==> config.mk <==
export PLATFORM = sky130hd
export DESIGN_NAME = bta_operand_sequencer_flat
export DESIGN_NICKNAME = d
export VERILOG_FILES = /design/src/rtl/bta_operand_sequencer_if.sv /design/src/rtl/bta_operand_sequencer.sv /design/src/flat_wrapper.sv
export SDC_FILE = /design/constraint.sdc
export NUM_CORES = 1
export LEC_CHECK = 0
export ABC_AREA = 1
export CAP_MARGIN = 20
export CELL_PAD_IN_SITES_DETAIL_PLACEMENT = 1
export CELL_PAD_IN_SITES_GLOBAL_PLACEMENT = 1
export CORE_MARGIN = 1.5
export CORE_UTILIZATION = 35
export CTS_BUF_LIST = sky130_fd_sc_hd__clkbuf_2
export DETAILED_ROUTE_END_ITERATION = 10
export PLACE_DENSITY = 0.78
export SLEW_MARGIN = 20
export SYNTH_ARGS = -nofsm -noshare
export SYNTH_HDL_FRONTEND = slang
export SYNTH_SLANG_ARGS = --single-unit
==> constraint.sdc <==
create_clock -name clk -period 8.76 [get_ports clk]
set_input_delay 1.752 -clock clk [delete_from_list [all_inputs] [get_ports clk]]
set_output_delay 1.752 -clock clk [all_outputs]
set_load 0.01 [all_outputs]
==> src/rtl/bta_operand_sequencer_if.sv <==
// Stream and adder-side signal bundle for bta_operand_sequencer.
//   in_*   : operand word stream (valid/ready), in_cin sampled with word 0 of a frame
//   ops_*  : parallel operand bus, carry-in and frame-valid towards the adder
//   sum_in, carry_in : adder result back into the sequencer
//   res_*  : captured result stream (valid/ready), res_data = {carry, sum}
// slave is the sequencer side; master is the producer/adder/consumer side.
interface bta_operand_sequencer_if #(
  parameter int unsigned N  = 8,
  parameter int unsigned M  = 16,
  parameter int unsigned SW = M + $clog2(N) + 3
);
  logic           in_valid;
  logic           in_ready;
  logic [M-1:0]   in_data;
  logic           in_cin;
  logic [N*M-1:0] ops_bus;
  logic           ops_c0;
  logic           ops_valid;
  logic [SW-1:0]  sum_in;
  logic           carry_in;
  logic           res_valid;
  logic           res_ready;
  logic [SW:0]    res_data;

  modport slave (
    input  in_valid, in_data, in_cin, sum_in, carry_in, res_ready,
    output in_ready, ops_bus, ops_c0, ops_valid, res_valid, res_data
  );

  modport master (
    output in_valid, in_data, in_cin, sum_in, carry_in, res_ready,
    input  in_ready, ops_bus, ops_c0, ops_valid, res_valid, res_data
  );
endinterface

==> src/rtl/bta_operand_sequencer.sv <==
// Operand sequencer in front of the N-operand binary tree adder.
// Collects N words one per handshake into parallel slots, holds them stable for the adder
// while waiting SUM_LAT cycles, captures {carry_in, sum_in}, and returns it on a result stream.
// Ports:
//   clk  : clock, rising edge
//   rst  : asynchronous active-high reset
//   bus  : bta_operand_sequencer_if.slave (operand stream, adder bus, result stream)
module bta_operand_sequencer #(
  parameter int unsigned N       = 8,
  parameter int unsigned M       = 16,
  parameter int unsigned SUM_LAT = 0,
  parameter int unsigned SW      = M + $clog2(N) + 3
) (
  input logic                    clk,
  input logic                    rst,
  bta_operand_sequencer_if.slave bus
);

  localparam int unsigned CW = $clog2(N);
  // Wait counter needs at least one bit even when the adder is combinational.
  localparam int unsigned WW = (SUM_LAT > 0) ? $clog2(SUM_LAT + 1) : 1;
  localparam logic [CW-1:0] LastIdx = CW'(N - 1);
  localparam logic [WW-1:0] LatMax  = WW'(SUM_LAT);

  typedef enum logic [1:0] {StFill, StIssue, StResult} state_e;

  state_e         state_q, state_d;
  logic [CW-1:0]  cnt_q, cnt_d;
  logic [WW-1:0]  wait_q, wait_d;
  logic [N*M-1:0] ops_q, ops_d;
  logic           c0_q, c0_d;
  logic [SW:0]    res_q, res_d;

  always_comb begin
    state_d = state_q;
    cnt_d   = cnt_q;
    wait_d  = wait_q;
    ops_d   = ops_q;
    c0_d    = c0_q;
    res_d   = res_q;
    unique case (state_q)
      StFill: begin
        if (bus.in_valid) begin
          for (int unsigned i = 0; i < N; i++) begin
            if (cnt_q == CW'(i)) ops_d[i*M +: M] = bus.in_data;
          end
          if (cnt_q == '0) c0_d = bus.in_cin;
          if (cnt_q == LastIdx) begin
            cnt_d   = '0;
            wait_d  = '0;
            state_d = StIssue;
          end else begin
            cnt_d = cnt_q + 1'b1;
          end
        end
      end
      StIssue: begin
        if (wait_q == LatMax) begin
          res_d   = {bus.carry_in, bus.sum_in};
          wait_d  = '0;
          state_d = StResult;
        end else begin
          wait_d = wait_q + 1'b1;
        end
      end
      StResult: begin
        if (bus.res_ready) state_d = StFill;
      end
      default: state_d = StFill;
    endcase
  end

  always_ff @(posedge clk or posedge rst) begin
    if (rst) begin
      state_q <= StFill;
      cnt_q   <= '0;
      wait_q  <= '0;
      ops_q   <= '0;
      c0_q    <= 1'b0;
      res_q   <= '0;
    end else begin
      state_q <= state_d;
      cnt_q   <= cnt_d;
      wait_q  <= wait_d;
      ops_q   <= ops_d;
      c0_q    <= c0_d;
      res_q   <= res_d;
    end
  end

  // State sits in FILL during reset, so in_ready is masked by rst to stay low until release.
  assign bus.in_ready  = (state_q == StFill) && !rst;
  assign bus.ops_valid = (state_q == StIssue);
  assign bus.res_valid = (state_q == StResult);
  assign bus.ops_bus   = ops_q;
  assign bus.ops_c0    = c0_q;
  assign bus.res_data  = res_q;

endmodule

==> src/flat_wrapper.sv <==
// flat-port wrapper written by rule: the top's interface ports become plain ports
module bta_operand_sequencer_flat 
#(
  parameter int unsigned N       = 8,
  parameter int unsigned M       = 16,
  parameter int unsigned SUM_LAT = 0,
  parameter int unsigned SW      = M + $clog2(N) + 3
)
  (clk, rst, bus_in_valid, bus_in_data, bus_in_cin, bus_sum_in, bus_carry_in, bus_res_ready, bus_in_ready, bus_ops_bus, bus_ops_c0, bus_ops_valid, bus_res_valid, bus_res_data);
  bta_operand_sequencer_if #(.N(N), .M(M), .SW(SW)) bus_i ();
  input logic clk;
  input logic rst;
  input wire logic [$bits(bus_i.in_valid)-1:0] bus_in_valid;
  input wire logic [$bits(bus_i.in_data)-1:0] bus_in_data;
  input wire logic [$bits(bus_i.in_cin)-1:0] bus_in_cin;
  input wire logic [$bits(bus_i.sum_in)-1:0] bus_sum_in;
  input wire logic [$bits(bus_i.carry_in)-1:0] bus_carry_in;
  input wire logic [$bits(bus_i.res_ready)-1:0] bus_res_ready;
  output wire logic [$bits(bus_i.in_ready)-1:0] bus_in_ready;
  output wire logic [$bits(bus_i.ops_bus)-1:0] bus_ops_bus;
  output wire logic [$bits(bus_i.ops_c0)-1:0] bus_ops_c0;
  output wire logic [$bits(bus_i.ops_valid)-1:0] bus_ops_valid;
  output wire logic [$bits(bus_i.res_valid)-1:0] bus_res_valid;
  output wire logic [$bits(bus_i.res_data)-1:0] bus_res_data;
  assign bus_i.in_valid = bus_in_valid;
  assign bus_i.in_data = bus_in_data;
  assign bus_i.in_cin = bus_in_cin;
  assign bus_i.sum_in = bus_sum_in;
  assign bus_i.carry_in = bus_carry_in;
  assign bus_i.res_ready = bus_res_ready;
  assign bus_in_ready = bus_i.in_ready;
  assign bus_ops_bus = bus_i.ops_bus;
  assign bus_ops_c0 = bus_i.ops_c0;
  assign bus_ops_valid = bus_i.ops_valid;
  assign bus_res_valid = bus_i.res_valid;
  assign bus_res_data = bus_i.res_data;
  bta_operand_sequencer #(.N(N), .M(M), .SUM_LAT(SUM_LAT), .SW(SW)) u_core (.clk(clk), .rst(rst), .bus(bus_i));
endmodule
# Yosys cells after proc, flatten, opt, wreduce, memory -nomap -nowiden
# Cells that the tools add are included.
# totals
reg_bits	158
in_bits	44
output_inout_bits	155
wordCells	56
# op_classes
add_sub_neg	2
n_eq_ne	13
n_mux	10
n_bitwise	1
n_reduce_logical	17
# op_table
op	n
3-bit AND reduction	9
3-bit equality test (second input constant)	4
2-bit two-way mux	4
3-bit by 2-bit equality test with 1-bit output (second input constant)	2
2-bit inequality test (second input constant)	3
2-bit case mux with 3 select lines	1
2-bit AND reduction	2
4-bit AND reduction	1
3-bit by 1-bit adder with 3-bit output (second input constant)	1
3-bit by 1-bit equality test with 1-bit output (second input constant)	1
3-bit zero test	1
1-bit two-way mux	3
3-bit two-way mux	1
2-bit by 1-bit equality test with 1-bit output (second input constant)	1
2-bit equality test (second input constant)	1
2-bit zero test	1
2-bit by 1-bit inequality test with 1-bit output (second input constant)	1
1-bit case mux with 2 select lines	1
2-bit nonzero test	1
1-bit adder (second input constant)	1
1-bit logical AND	1
1-bit zero test	1
1-bit NOT	1

# Depth between registers and ports, before layout
# logic_depth
word_depth	4
mapped_depth	9

# Worst setup path before layout
# Ideal clock, no wire load.
# synth_path
path_type	input port to output port
startpoint	input rst
endpoint	output bus_in_ready
t_arrival_ns	2.011
t_required_ns	7.008
slack_ns	4.997
cell_stages	1
cell_sequence	nor3_1
# synth_between
elab_chain_cells	2
# synth_lines
element	line	source
start: declaration	flat_wrapper.sv:12	input logic rst;
1-bit zero test (no source line)	--	
1-bit logical AND	bta_operand_sequencer.sv:92	assign bus.in_ready = (state_q == StFill) && !rst;
end: declaration	flat_wrapper.sv:19	output wire logic [$bits(bus_i.in_ready)-1:0] bus_in_ready;
# No other way between the ends.

# Final worst setup path
# Ends and elaborated chain as after synthesis.

==> results.yml <==
floorplan:
  num_io_pins: 199
  die_x_um: 141
  die_h_um: 141
  coreArea_um2: 18700
  rows: 50
  initial_utilization_pct: 35.6
  die_area_um2: 19900
timing:
  finalSetupViolCount: 0
  worst_pin_slew_ns: 0.900
  slew_violations: 0
  relSlewSlack_pct: 40.0
  fin_setup_tns_ns: 0
  fin_crit_sh_pct: 54.2
  hold_violations: 0
  fin_skew_ns: 0.0279
  grt_setup_unrepaired: "false"
  post-route-min-period_ns: 4.75
  fmax_mhz: 211
job:
  cap_viol_max_count: 0
yosys:
  syn-num-nets: 779
  ys_seq_area_share_pct: 58.9
  synth_area_um2: 6670
  ys_ff_latch: 157
  yosysWarningCount: 0
  avgSynthCellArea_um2: 9.15
  netlist-cell-type-count: 19
  synth_cells: 729
routing:
  vias_per_cell: 5.08
  drcViolationCount: 0
  ant_nets: 0
  wl_per_cell_um: 19.0
  drt_iter0_drc: 333
  vias: 5753
  first_pass_iters: 5
  wl_mm: 21.6
clock_tree:
  cts_resized: 0
  cts_hold_buf: 0
  htreeDepth: 4
  cts_tree: "built"
  cts_buffers: 17
  clk_pin_slew_ns: 0.19
  cts.sinks: 157
  post_cts_buffers: 0
  cts.path.max_buffers: 2
  clk_latency_ns: 0.72
  clockRootBuffer: "clkbuf_2"
finish:
  final_util_pct: 47.3
  layout.nets: 938
  multiInputGateArea_um2: 2310
  drive_gt1_share_pct: 5.46
  area_growth_pct: 32.6
  seqCellArea_um2: 3930
  nFillCells: 2150
hold_path:
  hold_class: "register to register"
  min_from: "u_core.bus.ops_bus[14]"
critical_path:
  crit_fanout: 2
  crit_family: "buffers and inverters"
  cp_cell_sequence: "clkdlybuf4s50_1 > nor3_1 > clkdlybuf4s50_1"
  worstPathArrival_ns: 2.99
  slowest_stage: "clkdlybuf4s50_1"
  endpoint_kind: "primary output"
  cpMostUsedCell: "clkdlybuf4s50_1"
  worstReg2RegStart: "u_core.state_q[0]"
  crit_type: "primary input to primary output"
  cp_data_required_time_ns: 7.01
  path_buf_inv: 2
  cpPeakStageDelay_ns: 0.56
  startpoint_type: "primary input"
  setup.worst_path.start: "rst"
placement:
  dp_hpwl_mm: 14.0
  port_buffers: 198
  gp_congestion: 0.717
status:
  status: "finished, final reports clean"
power_and_ir_drop:
  powerDensity_nw_per_um2: 356
  internal-power_w: 0.00195
  switchingPower_w: 0.00120
  switching_share_pct: 38.1
  max-vdd-ir-drop_mv: 0.135
  pwr-share-comb_pct: 46.6
  p_leak_nw: 4.33
  p_seq_share_pct: 40.6
  clkPwrFrac_pct: 12.8
global_routing:
  grt_pass1_wl_mm: 33.9
  grt.total_usage_pct: 22.4
  grt_max_degree: 110
  first_global_vias: 5904
  grt_overflow_total: 0
  antenna_found_initial: 1
flip-flops by register name, summed over array words and instances, names as in the netlist:
register,flops
u_core.bus.res_data,23
u_core.bus.ops_c0,1
u_core.cnt_q,3
u_core.bus.ops_bus,128
u_core.state_q,2
placed cells by master, fill, tap and decap left out, drive strengths merged:
| cell type | instances |
|---|---|
| inv | 13 |
| clkinvlp | 1 |
| o21ai | 3 |
| diode | 1 |
| clkinv | 9 |
| ha | 6 |
| nor3 | 1 |
| nand2 | 357 |
| nand3 | 7 |
| clkdlybuf4s50 | 197 |
| clkbuf | 19 |
| dfrtp | 157 |
| nand4 | 113 |
| nor2 | 5 |
| buf | 7 |
| bufinv | 3 |
final cells by class:
cell class                      instances  area share, %
Antenna cell                            1         0.0283
Multi-Input combinational cell        492           26.1
Tap cell                              234           3.31
Clock buffer                           19           1.08
Inverter                               16          0.764
Sequential cell                       157           44.4
Timing Repair Buffer                  204           22.9
Clock inverter                         10           1.42
worst paths after layout:
| check | depth (start not counted) | slack, ns | to |
|---|---|---|---|
| worst max-delay path | 3 | 4.01 | bus_in_ready |
| min in group asynchronous | 2 | 1.59 | u_core.bus.res_data[11] |
| worst min register to register | 2 | 0.50 | u_core.bus.ops_bus[14] |
| worst max register to register | 6 | 6.22 | u_core.bus.ops_bus[96] |
| max in group asynchronous | 3 | 6.03 | u_core.bus.ops_bus[110] |
| worst min-delay path | 2 | 0.50 | u_core.bus.ops_bus[14] |
cells in the mapped netlist:
cell      instances  area [um^2]
nor2_4            2         22.5
nor2_2            2         12.5
inv_2             2         7.51
nand3_4           7          123
clkinv_1          3         11.3
buf_4             7         52.6
nand2_2           1         6.26
buf_2            37          185
dfrtp_1         157         3930
nand2_1         356         1340
inv_1            11         41.3
ha_1              6         75.1
o21ai_0           3         15.0
clkbuf_2          6         30.0
clkbuf_1          7         26.3
nor2_1            1         3.75
nand4_1         113          707
nor3_1            1         5.00
buf_6             7         78.8
power by group through the flow:
stage / combinational (W) / clock, W / sequential, W
after detailed placement: 0.00148 / 0 / 0.00130
final: 0.00147 / 0.000403 / 0.00128
after global routing: 0.00162 / 0.000444 / 0.00132
after floorplan: 0.000520 / 0 / 0.00140
after global placement: 0.00144 / 0 / 0.00129
after CTS: 0.00149 / 0.000418 / 0.00128
tightest hold or removal path: stages, from the launching register on:
cell	delay, ns
dfrtp_1	0.39
nand2_1	0.05
nand2_1	0.05
routing by layer:
layer  part of all wire (%)  track usage, %  routed length, um  vias up
met2                     48            36.0              10300      197
met4                    1.5            6.74                332        0
met1                     42            28.9               9130     2840
li1                       -               -                  -     2697
met5                      0               0                  0        -
met3                    8.5            7.10               1840       19
stage by stage:
stage          std cells  hold slack [ns]  setup WS [ns]  cell area [um^2]  total power, W
6_report            1133            0.497           4.01              8840         0.00315
5_1_grt             1133            0.527           3.95              8840         0.00338
2_1_floorplan        729            0.503           2.77              6670         0.00192
4_1_cts             1132            0.500           4.04              8840         0.00319
3_3_place_gp        1103            0.454           4.04              8620         0.00273
3_5_place_dp        1103            0.457           4.06              8620         0.00278
cell families after synthesis:
kind of cell / share of synthesized area [%]
fa+ha+maj: 1.13
buf+inv: 6.49
simple gates: 33.2
flops: 58.9
compound gates: 0.225
No activity file was read; power rests on OpenSTA's default activity.
